`src/rtl/bcd_count_ctrl.sv`:
```
// Round-robin, handshaked increment controller for an NDIG-digit BCD counter; ripples one digit per clock.
// Optional BCD_CTRL_SATURATE_EN: an increment at all-9s holds the value and reports overflow instead of wrapping.
module bcd_count_ctrl #(
  parameter int NDIG = 3
) (
  input  logic              clk,
  input  logic              reset,
  input  logic              clr,
  input  logic [1:0]        req,
  output logic [1:0]        ack,
  output logic [4*NDIG-1:0] bcd,
  output logic              busy,
  output logic              done,
  output logic              ovf,
  output logic [1:0]        o_dbg_state
);

  // Handshake: req is a level held until ack; ack is a one-cycle, one-hot pulse
  // during the first cycle after the grant edge, and the requester drops req in
  // that cycle (a req still high afterwards is a new request).

  localparam int IW = (NDIG > 1) ? $clog2(NDIG) : 1;
  localparam logic [IW-1:0] LAST_IDX = IW'(NDIG - 1);

  typedef enum logic [1:0] {
    S_IDLE   = 2'd0,
    S_RIPPLE = 2'd1,
    S_DONE   = 2'd2
  } state_t;

  state_t            r_state, w_state_nxt;
  logic [4*NDIG-1:0] r_bcd, w_bcd_nxt;
  logic [IW-1:0]     r_idx, w_idx_nxt;
  logic              r_wrap, w_wrap_nxt;
  logic [1:0]        r_ack, w_ack_nxt;
  logic              r_last, w_last_nxt;   // 1: req[1] was granted last
  logic [1:0]        w_gnt;
  logic [3:0]        w_dig;

`ifdef BCD_CTRL_SATURATE_EN
  logic w_all9;
  always_comb begin
    w_all9 = 1'b1;
    for (int i = 0; i < NDIG; i++) begin
      if (r_bcd[4*i +: 4] != 4'd9) w_all9 = 1'b0;
    end
  end
`endif

  always_comb begin
    case (req)
      2'b01:   w_gnt = 2'b01;
      2'b10:   w_gnt = 2'b10;
      2'b11:   w_gnt = r_last ? 2'b01 : 2'b10;
      default: w_gnt = 2'b00;
    endcase
  end

  assign w_dig = r_bcd[{r_idx, 2'b00} +: 4];

  always_comb begin
    w_state_nxt = r_state;
    w_bcd_nxt   = r_bcd;
    w_idx_nxt   = r_idx;
    w_wrap_nxt  = r_wrap;
    w_ack_nxt   = 2'b00;
    w_last_nxt  = r_last;
    case (r_state)
      S_IDLE: begin
        if (|req) begin
          w_ack_nxt  = w_gnt;
          w_last_nxt = w_gnt[1];
          w_idx_nxt  = '0;
`ifdef BCD_CTRL_SATURATE_EN
          if (w_all9) begin
            w_wrap_nxt  = 1'b1;
            w_state_nxt = S_DONE;
          end else begin
            w_state_nxt = S_RIPPLE;
          end
`else
          w_state_nxt = S_RIPPLE;
`endif
        end
      end
      S_RIPPLE: begin
        if (w_dig == 4'd9) begin
          w_bcd_nxt[{r_idx, 2'b00} +: 4] = 4'd0;
          if (r_idx == LAST_IDX) begin
            w_wrap_nxt  = 1'b1;
            w_state_nxt = S_DONE;
          end else begin
            w_idx_nxt = r_idx + 1'b1;
          end
        end else begin
          w_bcd_nxt[{r_idx, 2'b00} +: 4] = w_dig + 4'd1;
          w_state_nxt = S_DONE;
        end
      end
      S_DONE: begin
        w_wrap_nxt  = 1'b0;
        w_state_nxt = S_IDLE;
      end
      default: w_state_nxt = S_IDLE;
    endcase
    // Clear overrides everything; an aborted increment keeps its grant (pointer already moved).
    if (clr) begin
      w_state_nxt = S_IDLE;
      w_bcd_nxt   = '0;
      w_idx_nxt   = '0;
      w_wrap_nxt  = 1'b0;
      w_ack_nxt   = 2'b00;
      w_last_nxt  = r_last;
    end
  end

  always_ff @(posedge clk or posedge reset) begin
    if (reset) begin
      r_state <= S_IDLE;
      r_bcd   <= '0;
      r_idx   <= '0;
      r_wrap  <= 1'b0;
      r_ack   <= 2'b00;
      r_last  <= 1'b1;
    end else begin
      r_state <= w_state_nxt;
      r_bcd   <= w_bcd_nxt;
      r_idx   <= w_idx_nxt;
      r_wrap  <= w_wrap_nxt;
      r_ack   <= w_ack_nxt;
      r_last  <= w_last_nxt;
    end
  end

  assign ack         = r_ack;
  assign bcd         = r_bcd;
  assign busy        = (r_state != S_IDLE);
  assign done        = (r_state == S_DONE) && !clr;
  assign ovf         = done && r_wrap;
  assign o_dbg_state = r_state;

endmodule

```
`config.mk`:
```
export PLATFORM = sky130hd
export DESIGN_NAME = bcd_count_ctrl
export DESIGN_NICKNAME = d
export VERILOG_FILES = /design/src/rtl/bcd_count_ctrl.sv
export SDC_FILE = /design/constraint.sdc
export NUM_CORES = 1
export LEC_CHECK = 0
export ABC_AREA = 1
export CAP_MARGIN = 20
export CORE_UTILIZATION = 45
export CTS_BUF_LIST = sky130_fd_sc_hd__clkbuf_8
export CTS_CLUSTER_DIAMETER = 50
export DETAILED_ROUTE_END_ITERATION = 10
export HOLD_SLACK_MARGIN = 0.15
export PLACE_DENSITY_LB_ADDON = 0.3
export SLEW_MARGIN = 20
export SYNTH_ARGS = -nofsm -noshare
export SYNTH_HDL_FRONTEND = slang
export SYNTH_SLANG_ARGS = --single-unit
```
`constraint.sdc`:
```
create_clock -name clk -period 2.1 [get_ports clk]
set_clock_uncertainty 0.05 [all_clocks]
set_input_delay 0.525 -clock clk [delete_from_list [all_inputs] [get_ports clk]]
set_output_delay 0.525 -clock clk [all_outputs]
set_load 0.01 [all_outputs]
```
==> results.md <==
* RSZ-0062 raised after global routing: no
* Total number of vias at ~1,100
* CP Capture Type: output port
* Max Freq at roughly 0.49 GHz
* Die Area at between 2000 and 3000 um2
* First-pass GRT wire length at 4.57 mm
* Hold buffers post-CTS at 0
* Post-layout nets at 196
* ANT cells at 0
* Crit-path max FO at 7
* Chip width at 54.1 um
* MaxCap Viol Count at 0
* Clock latency on the worst-skew pair at 0.27 ns
* Final Hold Viols at 0
* Status: complete, no violations
* Post-CTS Resized at 2
* Antenna violations before repair at 0
* Synth-to-Final Area Change at 27.4%
* Core ar. at 2520 um2
* Pins Over Slew Limit at 0
* Htree depth at 1
* Worst-Margin Slew at around 0.45 ns
* Chip height at 54.1 um
* TritonCTS buffer count at 3
* Total grt overflow at 0
* Leakage at 0.781 nW
* Routed len/inst at 12.6 um
* Dpl ws at -0.296 ns
* PD cells at 718 nW/um2
* Hold Path Class: reg2reg
* Crit path capture: busy
* Synthesized cell area at 1220 um2
* Largest net degree at the start of global routing at 13
* Initial core utilization at 0.484
* Setup ws final at 0.0668 ns
* Final setup viols at 0
* Final ANT Viol Nets at 0
* Synthesized area per cell at 7.73 um2
* Final worst-path cycle share at 0.968
* Yosys warnings at 0
* Reg area at 504 um2
* # rows at 18
* Required time worst endpoint at 1.52 ns
* I/O Buffers at 23
* Root Buffer: clkbuf_8
* #FFs+latches synth at 20
* Post-CTS setup buffer count at 0
* Fillcell total at 235
* Num Clock Sinks at 20
* Share of layout cells above drive strength 1 at 0.168
* VDD IR max at 0.000448 V
* GPL Wtd Cong at 0.847
* FF-to-FF Start: r_idx[0]
* Finished Core Util at 0.617
* Max transition margin at 0.701
* Count of different cell masters after synthesis at 27
* Syn_nets at 168
* GR Util All Layers at 0.218
* CP Launch Type: flip-flop
* Hpwl dp at approximately 2.1 mm
* Clock period minus worst slack at around 2.0 ns
* Reg2Reg Depth at 12
* Critical setup path kind: reg2out
* CTS max path bufs at 2
* Residual DRC count at 0
* I/O pins at 24
* Cells after synthesis at approximately 160
* Total wire length at 2.72 mm
* Starting DRT DRC Count at 14
* Via-to-Cell Ratio at 5.17
* CTS tree: built
* Vias in the first global route at 1,102
* First drt pass iteration count at 4
* Multi-input gate area at 596 um2
* Reg2reg setup slack at ~0.22 ns
* Setup crit start: o_dbg_state[0]
* Crit path DAT at 1.46 ns
* Clk pin slew, worst setup/hold paths at 0.08 ns
* FF-to-FF End: bcd[11]
* Sequential area share after synthesis at 0.411
-- metal layers --
metal  track usage  routed length, um
met2         0.397               1420
met4        0.0641                 40
met3        0.0339                 84
met1         0.260               1170
met5             0                  0
-- stage by stage --
stage / setup TNS [ns] / hold slack (ns) / cell area [um2] / instances / total power [mW]
2_1_floorplan: 0 / 0.417 / 1220 / 158 / 0.634
3_3_place_gp: -0.428 / 0.428 / 1490 / 211 / 0.721
3_5_place_dp: -0.484 / 0.436 / 1490 / 211 / 0.730
4_1_cts: 0 / 0.454 / 1560 / 215 / 1.12
5_1_grt: 0 / 0.494 / 1560 / 215 / 1.18
6_report: 0 / 0.446 / 1560 / 215 / 1.12
-- registers in the layout, summed over array words and instances, names as in the netlist --
signal and count:
ack 2, bcd 12, o_dbg_state 2, r_idx 2, r_last 1, r_wrap 1
-- logic make-up (layout without fill, tap and decap cells) --
logic type / Yosys count / count (layout) / share of synthesized area
AO/OA/AOI/OAI: 18 / 18 / 0.0953
XOR/XNOR: 1 / 1 / 0.00717
adder cells (fa/ha/maj): 5 / 5 / 0.0512
buffers and inverters: 28 / 55 / 0.101
flip-flops: 20 / 20 / 0.411
AND/OR/NAND/NOR: 86 / 86 / 0.334
-- worst min path at each step --
stage                       from      to  depth (start not counted)
after global placement    r_last  r_last                          2
after global routing      r_last  r_last                          2
after detailed placement  bcd[8]  bcd[8]                          2
after floorplan           r_last  r_last                          2
after CTS                 r_last  r_last                          2
final                     r_last  r_last                          2
-- where the power goes --
group          internal, mW  switching, mW
clock                 0.255          0.142
sequential            0.415         0.0224
combinational         0.114          0.170
-- cells in the mapped netlist, drive strengths merged --
library cell,number,area (um2)
o21ai,13,72.6
xnor2,1,8.76
nand2,54,235
a21oi,3,15.0
o211a,1,10.0
nor2,15,66.3
dfstp,1,26.3
ha,5,62.6
dfrtp,19,475
nor4,1,6.26
nor3,2,10.0
nand4,3,18.8
buf,2,16.3
inv,26,108
nand3,10,65.1
or2,1,6.26
o21bai,1,18.8
-- cells in the final DEF (no fill, tap or decap), types with 2 or more instances in the layout --
cell	n
clkbuf_8	3
a21oi_1	3
o21ai_0	2
nand2_1	47
ha_1	5
nor3_1	2
inv_1	22
clkdlybuf4s50_1	21
nor2_2	4
nand2_2	4
o21ai_2	2
o21ai_1	9
nand3_1	7
nand2_4	3
inv_2	2
dfrtp_2	2
nand3_2	3
buf_4	2
dfrtp_1	17
nand4_1	3
nor2_1	11
-- cell type report --
cell class              count  share of cell area
well taps                  30              0.0241
clock inverters             1              0.0193
clock buffers               3              0.0265
multi-input cells         110               0.383
inverters                  26              0.0692
flip-flops and latches     20               0.324
repair buffers             25               0.154
-- worst max-delay path, stage by stage, from the launching register on --
cell             delay [ns]
dfrtp_2                0.45
or2_1                  0.26
clkdlybuf4s50_1        0.48
Power figures use the tool's default switching activity.
